**src/rtl/hazard_call_gen.sv**
```systemverilog
`default_nettype none
// +--------------------------------------------------------------------------+
// | hazard_call_gen: prioritised hazard/interrupt CALL injector for fetch mux |
// | rev 1.0                                                                   |
// +--------------------------------------------------------------------------+
module hazard_call_gen #(
  parameter int          NUM_SRC       = 8,
  parameter int          ID_W          = 3,
  parameter logic [7:0]  CALL_OPCODE   = 8'h3C,
  parameter logic [23:0] VECTOR_BASE   = 24'h000100,
  parameter logic [23:0] VECTOR_STRIDE = 24'h000004,
  parameter logic [31:0] NOP_WORD      = 32'h00000000
) (
  input  logic               clk,
  input  logic               rst,
  input  logic [NUM_SRC-1:0] hazard_req,
  input  logic [NUM_SRC-1:0] hazard_mask,
  input  logic               global_en,
  input  logic               stall,
  input  logic               branch_in_flight,
  input  logic               reti,
  output logic               sel,
  output logic [31:0]        hazard_call_instruction,
  output logic               active,
  output logic [ID_W-1:0]    active_id,
  output logic [NUM_SRC-1:0] pending
);

  typedef enum logic [1:0] {
    ST_IDLE    = 2'd0,
    ST_INJECT  = 2'd1,
    ST_SERVICE = 2'd2
  } state_t;

  state_t             state_q, state_d;
  logic               sel_q, sel_d;
  logic [31:0]        word_q, word_d;
  logic               active_q, active_d;
  logic [ID_W-1:0]    active_id_q, active_id_d;
  logic [NUM_SRC-1:0] pending_q, pending_d;

  logic [NUM_SRC-1:0] eligible;
  logic               has_eligible;
  logic [ID_W-1:0]    winner;
  logic [23:0]        vector_addr;
  logic [NUM_SRC-1:0] clr_mask;

  // Lowest-index eligible source wins; scanning downward leaves the lowest last.
  always_comb begin
    eligible     = pending_q & hazard_mask;
    has_eligible = |eligible;
    winner       = '0;
    for (int i = NUM_SRC - 1; i >= 0; i--) begin
      if (eligible[i]) winner = ID_W'(i);
    end
    vector_addr = VECTOR_BASE + 24'(winner) * VECTOR_STRIDE;
  end

  always_comb begin
    state_d     = state_q;
    sel_d       = sel_q;
    word_d      = word_q;
    active_d    = active_q;
    active_id_d = active_id_q;
    clr_mask    = '0;

    case (state_q)
      ST_IDLE: begin
        if (global_en && has_eligible && !branch_in_flight) begin
          state_d     = ST_INJECT;
          sel_d       = 1'b1;
          active_d    = 1'b1;
          active_id_d = winner;
          word_d      = {CALL_OPCODE, vector_addr};
        end else begin
          sel_d  = 1'b0;
          word_d = NOP_WORD;
        end
      end
      ST_INJECT: begin
        if (!stall) begin
          clr_mask = NUM_SRC'(1) << active_id_q;
          state_d  = ST_SERVICE;
          sel_d    = 1'b0;
          word_d   = NOP_WORD;
        end
      end
      ST_SERVICE: begin
        if (reti) begin
          state_d  = ST_IDLE;
          active_d = 1'b0;
        end
      end
      default: begin
        state_d  = ST_IDLE;
        sel_d    = 1'b0;
        word_d   = NOP_WORD;
        active_d = 1'b0;
      end
    endcase

    // A request landing on the bit being cleared keeps it set.
    pending_d = (pending_q & ~clr_mask) | hazard_req;
  end

  always_ff @(posedge clk) begin
    if (rst) begin
      state_q     <= ST_IDLE;
      sel_q       <= 1'b0;
      word_q      <= NOP_WORD;
      active_q    <= 1'b0;
      active_id_q <= '0;
      pending_q   <= '0;
    end else begin
      state_q     <= state_d;
      sel_q       <= sel_d;
      word_q      <= word_d;
      active_q    <= active_d;
      active_id_q <= active_id_d;
      pending_q   <= pending_d;
    end
  end

  assign sel                     = sel_q;
  assign hazard_call_instruction = word_q;
  assign active                  = active_q;
  assign active_id               = active_id_q;
  assign pending                 = pending_q;

endmodule
`default_nettype wire
```
**config.mk**
```make
export PLATFORM = sky130hd
export DESIGN_NAME = hazard_call_gen
export DESIGN_NICKNAME = d
export VERILOG_FILES = /design/src/rtl/hazard_call_gen.sv
export SDC_FILE = /design/constraint.sdc
export NUM_CORES = 1
export LEC_CHECK = 0
export ABC_AREA = 1
export BUFFER_PORTS_ARGS = -buffer_cell sky130_fd_sc_hd__buf_4
export CORE_MARGIN = 2
export CORE_UTILIZATION = 45
export CTS_CLUSTER_DIAMETER = 50
export DETAILED_ROUTE_END_ITERATION = 10
export HOLD_SLACK_MARGIN = 0.03
export PLACE_DENSITY = 0.8
export SYNTH_ARGS = -nofsm -noshare
export SYNTH_HDL_FRONTEND = slang
export SYNTH_SLANG_ARGS = --single-unit
```
**constraint.sdc**
```tcl
create_clock -name clk -period 2.1 [get_ports clk]
set_clock_uncertainty 0.05 [all_clocks]
set_input_delay 0.315 -clock clk [delete_from_list [all_inputs] [get_ports clk]]
set_output_delay 0.315 -clock clk [all_outputs]
set_load 0.01 [all_outputs]
```
==> results.sh, run 1 <==
export IMPL_sequential_cell_area_um2=360
export IMPL_first_global_vias=843
export IMPL_dieArea_mm2=0.00274
export IMPL_timing_hold_worst_class="primary input to flop"
export IMPL_total_leakage_power_nw=0.695
export IMPL_syn_area_per_cell_um2=7.02
export IMPL_place_area_mm2=0.00126
export IMPL_cts_setup_buffers=0
export IMPL_gp_routability_congestion=0.763
export IMPL_setup_total_negative_slack_ns=0
export IMPL_grt_first_pass_wirelength_mm=3.55
export IMPL_final_wl_mm=2.20
export IMPL_power_mw=0.781
export IMPL_clock_root_buffer="sky130_fd_sc_hd__clkbuf_4"
export IMPL_top_level_ports=67
export IMPL_area_delta_synth_final_pct=23.5
export IMPL_worstRegToRegCells=8
export IMPL_postSynthCellCount=150
export IMPL_grtUsageTotal=0.172
export IMPL_area_taken_by_multi_input_logic_gates_um2=482
export IMPL_drt_first_pass_iters=4
export IMPL_count_of_yosys_warnings_during_synthesis=0
export IMPL_cts_reportedPaths_clkPinSlew_ns=0.11
export IMPL_max_slew_margin_rel=0.665
export IMPL_num_vias=953
export IMPL_ctsResizeCount=0
export IMPL_top_layer="met4"
export IMPL_power_density_of_the_placed_cells_mw_per_mm2=601
export IMPL_hpwl_mm=1.72
export IMPL_critical_path_startpoint_type="flop"
export IMPL_initial_utilization=0.476
export IMPL_final_layout_size_suffix_gt1_frac=0.287
export IMPL_synth_distinct_cells=19
export IMPL_final_setup_viol_count=0
export IMPL_first_iter_violations=15
export IMPL_timing_final_max_slew_violations=0
export IMPL_via_per_inst=4.41
export IMPL_cts_tree="built"
export IMPL_antenna_violations_before_repair=0
export IMPL_final_hold_viol_count=0
export IMPL_grt_start_max_net_pins=19
export IMPL_fin_hold_ws_ns=0.194
export IMPL_worstSetupPathType="flop to flop"
export IMPL_tightest_slew_ns=0.497
export IMPL_ys_seq_elements=18
export IMPL_clk_latency_ns=0.30
export IMPL_holdBufCountCts=0
export IMPL_drc_errors=0
export IMPL_antenna_violating_nets_post_route=0
export IMPL_cts_max_path_buffers=2
export IMPL_worst_setup_path_end_kind="flop"
export IMPL_placeableCoreArea_mm2=0.00221
export IMPL_yosysSeqAreaShare=0.342
export IMPL_die_width_um=52.4
export IMPL_unrepaired_setup_endpoints_after_global_routing="false"
export IMPL_count_of_buffers_inserted_at_the_top_level_ports=42
export IMPL_detailroute_wirelength_met3_um=143
export IMPL_globalRoute_totalOverflow=0
export IMPL_timing_reg2reg_setup_slack_ns=0.78
export IMPL_r2r_start="pending[2]$_SDFF_PP0_"
export IMPL_m1WireLength_um=957
export IMPL_achievable_frequency_mhz=758
export IMPL_min_delay_start="hazard_req[1]"
export IMPL_cts_htree_levels=1
export IMPL_fin_area_mm2=0.00130
export IMPL_die_y_um=52.4
export IMPL_fillers=211
export IMPL_average_wire_per_standard_cell_um=10.2
export IMPL_combined_area_of_all_synthesized_cells_mm2=0.00105
export IMPL_critical_path_max_fanout=8
export IMPL_number_of_core_rows=17
export IMPL_min_path_cells=3
export IMPL_crit_reg2reg_capture="hazard_call_instruction[3]$_SDFFE_PP0P_"
export IMPL_crit_required_ns=2.29
export IMPL_number_of_max_cap_violations=0
export IMPL_period_needed_ns=1.32
export IMPL_peakVddDrop_uv=427
export IMPL_startpoint="pending[2]$_SDFF_PP0_"
export IMPL_final_min_period_over_clock_period=0.628
export IMPL_clkSinkCount=18
export IMPL_cts_inserted_buffers=3
export IMPL_critical_path_arrival_ns=1.51
export IMPL_result_of_the_run="completed"
export IMPL_detailroute_wirelength_met2_mm=1.08
export IMPL_n_antenna_cell=0
export IMPL_nets=211
export IMPL_timing_hold_worst_endpoint="pending[1]$_SDFF_PP0_"
## worst max-delay path, cell delays in order, from the launching register on
cell	delay [ns]
sky130_fd_sc_hd__dfxtp_1	0.40
sky130_fd_sc_hd__nand2_1	0.10
sky130_fd_sc_hd__nand2_1	0.11
sky130_fd_sc_hd__nor2_1	0.06
sky130_fd_sc_hd__nand2_2	0.11
sky130_fd_sc_hd__nand3_4	0.12
sky130_fd_sc_hd__nor2_1	0.15
sky130_fd_sc_hd__a21oi_1	0.06
sky130_fd_sc_hd__nor2_1	0.10
## sequential cells by signal (all words and copies together) (netlist names)
name	cells
state_q	2
active	1
active_id	3
pending	8
hazard_call_instruction	4
## power by group
group	leakage, nW	switching [mW]	total, mW	internal (mW)
combinational	0.525	0.0996	0.180	0.0799
clock	0.0210	0.117	0.222	0.106
sequential	0.148	0.0181	0.379	0.361
## placed cells by master, fill, tap and decap left out, drive strengths merged
master / instances
buf: 42
nand2: 37
conb: 24
inv: 19
a21oi: 18
dfxtp: 18
nor2: 9
o21ai: 9
clkbuf: 4
nand4: 2
nand3: 2
nor3: 1
or2: 1
nand3b: 1
o21bai: 1
## area by class of cell
class                           count  area share
Tap cell                           28      0.0269
Clock buffer                        4      0.0279
Inverter                           19      0.0549
Sequential cell                    18       0.277
Multi-Input combinational cell    105       0.371
Timing Repair Buffer               42       0.243
## through the flow
stage / setup WS (ns) / std cells / util
after floorplan: 0.907 / 173 / -
after global placement: 0.779 / 212 / 0.571
after detailed placement: 0.728 / 212 / 0.571
after CTS: 0.801 / 216 / 0.588
after global routing: 0.625 / 216 / 0.588
final: 0.781 / 216 / 0.588
## synthesized netlist by cell type (all sizes together)
| cell | n | area share |
|---|---|---|
| nand4 | 2 | 0.012 |
| dfxtp | 18 | 0.34 |
| nor2 | 9 | 0.034 |
| o21bai | 1 | 0.0071 |
| inv | 19 | 0.068 |
| nand2 | 37 | 0.13 |
| nor3 | 1 | 0.0048 |
| conb | 1 | 0.0036 |
| a21oi | 18 | 0.086 |
| o21ai | 9 | 0.057 |
| clkbuf | 2 | 0.0071 |
| nand3b | 1 | 0.0071 |
| or2 | 1 | 0.0083 |
| nand3 | 2 | 0.021 |
| buf | 29 | 0.21 |
## cells by family (layout without fill, tap and decap cells)
logic type / after synthesis / after routing / synth area share
AOI/OAI and AO/OA: 28 / 28 / 0.150
buffers and inverters: 50 / 65 / 0.282
DFF: 18 / 18 / 0.342
other: 1 / 24 / 0.00356
and+or+nand+nor: 53 / 53 / 0.222
## routing by layer
layer,track usage,up-vias
li1,-,496
met5,0,-
met2,0.290,38
met4,0.0385,0
met1,0.222,417
met3,0.0371,2
## worst max path at each step
stage	end	slack, ns	cells after the start
2_1_floorplan	hazard_call_instruction[3]$_SDFFE_PP0P_	0.91	8
6_report	hazard_call_instruction[3]$_SDFFE_PP0P_	0.78	8
3_3_place_gp	hazard_call_instruction[3]$_SDFFE_PP0P_	0.78	9
4_1_cts	hazard_call_instruction[3]$_SDFFE_PP0P_	0.80	8
5_1_grt	hazard_call_instruction[3]$_SDFFE_PP0P_	0.63	8
3_5_place_dp	hazard_call_instruction[3]$_SDFFE_PP0P_	0.73	9
Note: power is estimated with default switching activity, not from simulation.
==> run 2, diff against run 1 <==
--- a/config.mk
+++ b/config.mk
@@ -5,14 +5,14 @@
 export SDC_FILE = /design/constraint.sdc
 export NUM_CORES = 1
 export LEC_CHECK = 0
-export ABC_AREA = 1
+export ABC_AREA = 0
 export BUFFER_PORTS_ARGS = -buffer_cell sky130_fd_sc_hd__buf_4
 export CORE_MARGIN = 2
-export CORE_UTILIZATION = 45
+export CORE_UTILIZATION = 37
 export CTS_CLUSTER_DIAMETER = 50
 export DETAILED_ROUTE_END_ITERATION = 10
 export HOLD_SLACK_MARGIN = 0.03
-export PLACE_DENSITY = 0.8
+export PLACE_DENSITY = 0.7
 export SYNTH_ARGS = -nofsm -noshare
 export SYNTH_HDL_FRONTEND = slang
 export SYNTH_SLANG_ARGS = --single-unit
==> constraint.sdc (replaced) <==
create_clock -name clk -period 1.1 [get_ports clk]
set_clock_uncertainty 0.05 [all_clocks]
set_input_delay 0.165 -clock clk [delete_from_list [all_inputs] [get_ports clk]]
set_output_delay 0.165 -clock clk [all_outputs]
set_load 0.01 [all_outputs]
==> run 2 against run 1 <==
- the flow now finishes with violations (setup timing)
- clock-buffer cell count did not move
- sequential share of layout area down 4.8 points
- register-to-register slack worse by 0.95 ns
- critical path type unchanged
- largest power group unchanged
- highest routed layer unchanged
==> results.sh, run 2 <==
export IMPL_internal_power_mw=1.16
export IMPL_peakVddDrop_uv=867
export IMPL_fin_area_mm2=0.00167
export IMPL_power_density_of_the_placed_cells_mw_per_mm2=985
export IMPL_place_area_mm2=0.00142
export IMPL_via_per_inst=4.89
export IMPL_number_of_core_rows=19
export IMPL_antenna_violations_before_repair=0
export IMPL_synthDominantAreaCellType="sky130_fd_sc_hd__dfxtp_1"
export IMPL_yosysSeqAreaShare=0.347
export IMPL_cts_max_path_buffers=2
export IMPL_cts_reportedPaths_clkPinSlew_ns=0.11
export IMPL_synth_cells_most_frequent="29 x sky130_fd_sc_hd__buf_4, 18 x sky130_fd_sc_hd__dfxtp_1, 13 x sky130_fd_sc_hd__a21oi_1"
export IMPL_first_global_vias=1046
export IMPL_drc_errors=0
export IMPL_count_of_yosys_warnings_during_synthesis=0
export IMPL_pre_cts_ws_ns=-0.212
export IMPL_die_width_um=57.0
export IMPL_grtUsageTotal=0.177
export IMPL_synth_distinct_cells=27
export IMPL_result_of_the_run="complete, but fails checks"
export IMPL_ys_seq_elements=18
export IMPL_nets=211
export IMPL_final_min_period_over_clock_period=1.15
export IMPL_worstSetupPathType="flop to flop"
export IMPL_timing_critical_path_max_delay_family="compound AO/OA/AOI/OAI gates"
export IMPL_critical_path_slowest_cell="sky130_fd_sc_hd__dfxtp_2"
export IMPL_postLayoutSetupSlackWorst_ns=-0.169
export IMPL_netSwitchingFraction=0.293
export IMPL_crit_path_cell_trace="a22oi_2 > nand4_1 > a21oi_2 > o2bb2ai_1"
export IMPL_postSynthCellCount=123
export IMPL_clock_root_buffer="sky130_fd_sc_hd__clkbuf_4"
export IMPL_power_mw=1.65
export IMPL_critical_path_max_fanout=4
export IMPL_grt_first_pass_wirelength_mm=4.53
export IMPL_place_inst=208
export IMPL_final_hold_viol_count=0
export IMPL_buffer_and_inverter_count_on_the_worst_path=0
export IMPL_critical_path_arrival_ns=1.46
export IMPL_final_layout_size_suffix_gt1_frac=0.569
export IMPL_yosysMostFrequentCell="sky130_fd_sc_hd__buf_4"
export IMPL_globalRoute_totalOverflow=0
export IMPL_synthArstFlopShare=0
export IMPL_p_switching_mw=0.483
export IMPL_initial_utilization=0.384
export IMPL_count_of_buffers_inserted_at_the_top_level_ports=42
export IMPL_worst_setup_path_end_kind="flop"
export IMPL_layoutNonFillerInstCount=219
export IMPL_die_y_um=57.0
export IMPL_critical_path_startpoint_type="flop"
export IMPL_hpwl_mm=2.13
export IMPL_top_level_ports=67
export IMPL_yosys_most_used_dff="sky130_fd_sc_hd__dfxtp_1"
export IMPL_num_vias=1072
export IMPL_violations="setup timing"
export IMPL_cpPeakStageDelay_ns=0.36
export IMPL_cts_tree="built"
export IMPL_antenna_violating_nets_post_route=0
export IMPL_p_seq_frac=0.449
export IMPL_crit_required_ns=1.29
export IMPL_clkSinkCount=18
export IMPL_cts_htree_levels=1
export IMPL_combined_area_of_all_synthesized_cells_mm2=0.00104
export IMPL_timing_final_max_slew_violations=0
export IMPL_netlist_area_leader_share=0.347
export IMPL_gp_routability_congestion=0.802
export IMPL_cts_inserted_buffers=3
export IMPL_total_leakage_power_nw=0.816
export IMPL_first_iter_violations=12
export IMPL_syn_area_per_cell_um2=8.45
export IMPL_unrepaired_setup_endpoints_after_global_routing="true"
export IMPL_drt_first_pass_iters=4
export IMPL_placeableCoreArea_mm2=0.00271
export IMPL_final_setup_viol_count=18
export IMPL_combinationalPowerShare=0.296
export IMPL_layout_cells_most_common="sky130_fd_sc_hd__buf_4"
export IMPL_grt_start_max_net_pins=15
export IMPL_most_common_layout_cells="49 x sky130_fd_sc_hd__buf_4, 24 x sky130_fd_sc_hd__conb_1, 18 x sky130_fd_sc_hd__buf_6"
export IMPL_clkPwrFrac=0.255
export IMPL_final_wl_mm=2.83
export IMPL_achievable_frequency_mhz=788
export IMPL_timing_hold_worst_class="primary input to flop"
export IMPL_clk_latency_ns=0.30
export IMPL_edff_count_synth=0
export IMPL_average_wire_per_standard_cell_um=12.9
export IMPL_period_needed_ns=1.27
export IMPL_n_antenna_cell=0
export IMPL_largest_register_ff_count=8
export IMPL_number_of_max_cap_violations=0
export IMPL_synth_area_top_cells="sky130_fd_sc_hd__dfxtp_1 35%, sky130_fd_sc_hd__buf_4 21%, sky130_fd_sc_hd__a21oi_1 6.3%"
export IMPL_area_delta_synth_final_pct=60.8
export IMPL_dieArea_mm2=0.00325
==> run 2: worst paths after layout <==
kind,startpoint,end,slack (ns),depth (start not counted)
hold / removal,hazard_req[0],pending[0]$_SDFF_PP0_,0.04,3
setup reg to reg,pending[6]$_SDFF_PP0_,active_id[0]$_SDFFE_PP0P_,-0.17,4
hold reg to reg,active$_SDFFE_PP0P_,active$_SDFFE_PP0P_,0.42,2
setup / recovery,pending[6]$_SDFF_PP0_,active_id[0]$_SDFFE_PP0P_,-0.17,4
==> run 2: power groups by stage <==
stage | clock (mW) | sequential (mW) | combinational, mW
6_report | 0.419 | 0.739 | 0.488
5_1_grt | 0.444 | 0.745 | 0.527
4_1_cts | 0.435 | 0.738 | 0.472
3_5_place_dp | 0 | 0.743 | 0.408
3_3_place_gp | 0 | 0.741 | 0.401
2_1_floorplan | 0 | 0.760 | 0.238
==> run 2: area by class of cell <==
cell class	count	area [µm²]
well taps	31	38.8
multi-input cells	90	603
repair buffers	68	581
clock buffers	4	36.3
inverters	8	30.0
fillers	234	1040
flip-flops and latches	18	383
==> run 2: worst reg2reg max path, stage by stage, from the launching register on <==
cell                        delay, ns
sky130_fd_sc_hd__dfxtp_2         0.36
sky130_fd_sc_hd__a22oi_2         0.22
sky130_fd_sc_hd__nand4_1         0.22
sky130_fd_sc_hd__a21oi_2         0.24
sky130_fd_sc_hd__o2bb2ai_1       0.13
==> run 2: through the flow <==
stage                     hold slack (ns)  TNS [ns]  utilization
final                              0.0384     -2.08        0.617
after global routing               0.0452     -3.60        0.617
after CTS                          0.0330     -1.74        0.595
after detailed placement            0.363     -2.70        0.525
after global placement              0.352     -1.97        0.525
after floorplan                     0.184     -1.13            -
==> run 2: kinds of logic after synthesis <==
group	after synthesis	share of synthesized area
AOI/OAI and AO/OA	37	0.225
buffers and inverters	38	0.242
DFF	18	0.347
and+or+nand+nor	29	0.183
other	1	0.00361
==> run 2: timing repair <==
item | in CTS | in global routing
setup endpoints to repair | 34 | 26
pin swaps | 15 | 7
gates resized for setup | 43 | 7
cloned | 0 | 0
buffers inserted | 2 | 4
endpoints found under the hold margin | 1 | 0
hold buffers | 1 | 0
==> run 2: per-layer routing <==
layer	wire [µm]	track usage	vias to the layer above
li1	-	-	501
met1	1100	0.186	509
met4	20	0.0432	0
met5	0	0	-
met3	265	0.0567	5
met2	1440	0.340	57
==> run 3, diff against run 2 <==
--- a/config.mk
+++ b/config.mk
@@ -8,11 +8,12 @@
 export ABC_AREA = 0
 export BUFFER_PORTS_ARGS = -buffer_cell sky130_fd_sc_hd__buf_4
 export CORE_MARGIN = 2
-export CORE_UTILIZATION = 37
+export CORE_UTILIZATION = 39
+export CTS_BUF_LIST = sky130_fd_sc_hd__clkbuf_2
 export CTS_CLUSTER_DIAMETER = 50
 export DETAILED_ROUTE_END_ITERATION = 10
 export HOLD_SLACK_MARGIN = 0.03
-export PLACE_DENSITY = 0.7
+export PLACE_DENSITY = 0.74
 export SYNTH_ARGS = -nofsm -noshare
 export SYNTH_HDL_FRONTEND = slang
 export SYNTH_SLANG_ARGS = --single-unit
==> run 3 against run 2 <==
- critical path depth unchanged
- combinational power increased by 16%
- the run still ends with setup timing left
- sequential share of layout area decreased by 1.6 points
- largest power group unchanged
- via count increased by 3.5%
- non-clock buffer count increased by 14
- largest cell class is now buffers
- sequential cell count unchanged
- cell count increased by 5.9%
- clock power decreased by 30%
- critical path type unchanged
- register-to-register slack got worse by 0.09 ns
==> results.sh, run 3 (same netlist as run 2, synthesis figures left out) <==
export IMPL_p_seq_frac=0.460
export IMPL_r2r_start="pending[6]$_SDFF_PP0_"
export IMPL_num_vias=1109
export IMPL_most_common_layout_cells="51 x sky130_fd_sc_hd__buf_4, 24 x sky130_fd_sc_hd__conb_1, 22 x sky130_fd_sc_hd__buf_6"
export IMPL_pre_cts_ws_ns=-0.215
export IMPL_critical_path_max_fanout=4
export IMPL_final_wl_mm=3.16
export IMPL_grt_busiest_layer="met2"
export IMPL_cts_tree="built"
export IMPL_violations="setup timing"
export IMPL_grt_start_max_net_pins=15
export IMPL_timing_hold_worst_class="primary input to flop"
export IMPL_drt_first_pass_iters=5
export IMPL_n_antenna_cell=0
export IMPL_critical_path_arrival_ns=1.56
export IMPL_nets=225
export IMPL_cts_inserted_buffers=3
export IMPL_layout_cells_most_common="sky130_fd_sc_hd__buf_4"
export IMPL_grt_first_pass_wirelength_mm=4.64
export IMPL_die_y_um=55.6
export IMPL_area_delta_synth_final_pct=74.4
export IMPL_total_leakage_power_nw=0.885
export IMPL_final_min_period_over_clock_period=1.23
export IMPL_crit_path_cell_trace="a22oi_2 > nand4_1 > a21oi_2 > a21o_1"
export IMPL_timing_reg2reg_setup_slack_ns=-0.26
export IMPL_die_width_um=55.6
export IMPL_power_density_of_the_placed_cells_mw_per_mm2=881
export IMPL_period_needed_ns=1.36
export IMPL_top_level_ports=67
export IMPL_gr_util_met3=0.0349
export IMPL_antenna_violations_before_repair=0
export IMPL_cpPeakStageDelay_ns=0.38
export IMPL_first_global_vias=1037
export IMPL_min_path_cells=4
export IMPL_result_of_the_run="complete, but fails checks"
export IMPL_final_layout_size_suffix_gt1_frac=0.574
export IMPL_cts_reportedPaths_clkPinSlew_ns=0.19
export IMPL_via_per_inst=4.78
export IMPL_fillers=183
export IMPL_p_switching_mw=0.506
export IMPL_gp_routability_congestion=0.785
export IMPL_clock_root_buffer="sky130_fd_sc_hd__clkbuf_2"
export IMPL_fin_hold_ws_ns=0.0884
export IMPL_drc_errors=0
export IMPL_number_of_max_cap_violations=0
export IMPL_largest_register_ff_count=8
export IMPL_worst_setup_path_end_kind="flop"
export IMPL_clk_latency_ns=0.31
export IMPL_initial_utilization=0.416
export IMPL_worstRegToRegCells=4
export IMPL_cts_max_path_buffers=2
export IMPL_crit_reg2reg_capture="active_id[1]$_SDFFE_PP0P_"
export IMPL_met1_track_usage_gr=0.214
export IMPL_dieArea_mm2=0.00310
export IMPL_clkPwrFrac=0.185
export IMPL_grtUsageTotal=0.185
export IMPL_globalRoute_totalOverflow=0
export IMPL_unrepaired_setup_endpoints_after_global_routing="true"
export IMPL_postLayoutSetupSlackWorst_ns=-0.257
export IMPL_antenna_violating_nets_post_route=0
export IMPL_count_of_buffers_inserted_at_the_top_level_ports=42
export IMPL_grtUsageMet2=0.344
export IMPL_timing_final_max_slew_violations=0
export IMPL_final_hold_viol_count=0
export IMPL_netSwitchingFraction=0.317
export IMPL_timing_hold_worst_endpoint="state_q[1]$_SDFFE_PP0P_"
export IMPL_combinationalPowerShare=0.356
export IMPL_crit_required_ns=1.30
export IMPL_setup_total_negative_slack_ns=-3.22
export IMPL_critical_path_slowest_cell="sky130_fd_sc_hd__dfxtp_2"
export IMPL_placeableCoreArea_mm2=0.00250
export IMPL_clkSinkCount=18
export IMPL_power_mw=1.60
export IMPL_min_delay_start="reti"
export IMPL_first_iter_violations=24
export IMPL_peakVddDrop_uv=667
export IMPL_cts_htree_levels=1
export IMPL_hpwl_mm=1.98
export IMPL_final_setup_viol_count=26
export IMPL_worstSetupPathType="flop to flop"
export IMPL_number_of_core_rows=18
export IMPL_average_wire_per_standard_cell_um=13.6
export IMPL_achievable_frequency_mhz=737
export IMPL_internal_power_mw=1.09
export IMPL_critical_path_startpoint_type="flop"
==> run 3: changes by cell type in the layout (fill, tap and decap cells not counted), sizes merged <==
cell,before,now
dlygate4sd3,1,8
clkbuf,4,3
buf,67,74
clkinv,0,1
==> run 3: area by class of cell <==
| cell class | instances | area [µm²] | area share |
|---|---|---|---|
| sequential | 18 | 387 | 0.213 |
| multi-input combinational | 90 | 609 | 0.336 |
| clock buffer | 3 | 15.0 | 0.00828 |
| inverter | 8 | 30.0 | 0.0166 |
| timing repair buffer | 82 | 731 | 0.403 |
| clock inverter | 1 | 3.75 | 0.00207 |
| tap | 30 | 37.5 | 0.0207 |
==> run 3: how the worst max path moves through the flow <==
stage	start	endpoint
2_1_floorplan	state_q[1]$_SDFFE_PP0P_	hazard_call_instruction[4]$_SDFFE_PP0P_
3_3_place_gp	state_q[0]$_SDFFE_PP0P_	active_id[2]$_SDFFE_PP0P_
3_5_place_dp	state_q[0]$_SDFFE_PP0P_	pending[0]$_SDFF_PP0_
4_1_cts	state_q[0]$_SDFFE_PP0P_	active_id[2]$_SDFFE_PP0P_
5_1_grt	state_q[0]$_SDFFE_PP0P_	hazard_call_instruction[4]$_SDFFE_PP0P_
6_report	pending[6]$_SDFF_PP0_	active_id[1]$_SDFFE_PP0P_
==> run 3: worst max-delay path, delay by kind of cell, from the launching register on <==
| family | cells | cell delay, ns |
|---|---|---|
| AOI/OAI and AO/OA | 3 | 0.61 |
| DFF | 1 | 0.38 |
| and+or+nand+nor | 1 | 0.26 |
==> run 3: per-layer routing <==
metal  wire [µm]  share of wire
met5           0              0
met4          29         0.0092
met3         180          0.057
met2        1730           0.55
met1        1220           0.39
==> run 3: per-stage QoR <==
stage,instance area [µm²],std cells,util
4_1_cts,1650,221,0.660
2_1_floorplan,1150,146,-
3_3_place_gp,1440,208,0.577
5_1_grt,1810,232,0.725
6_report,1810,232,0.725
3_5_place_dp,1440,208,0.577
==> run 3: timing repair <==
item / 4_1_cts / 5_1_grt
hold buffers: 8 / 0
endpoints found under the hold margin: 8 / 0
setup endpoints to repair: 34 / 35
gates resized for setup: 33 / 29
pin swaps: 7 / 13
gates cloned: 0 / 0
buffers inserted: 1 / 14
==> run 3: power groups by stage <==
stage               logic (mW)  clock network (mW)  registers [mW]
floorplan                0.238                   0           0.760
global placement         0.409                   0           0.741
detailed placement       0.414                   0           0.742
CTS                      0.481               0.294           0.734
global route             0.608               0.331           0.740
finish                   0.568               0.295           0.734
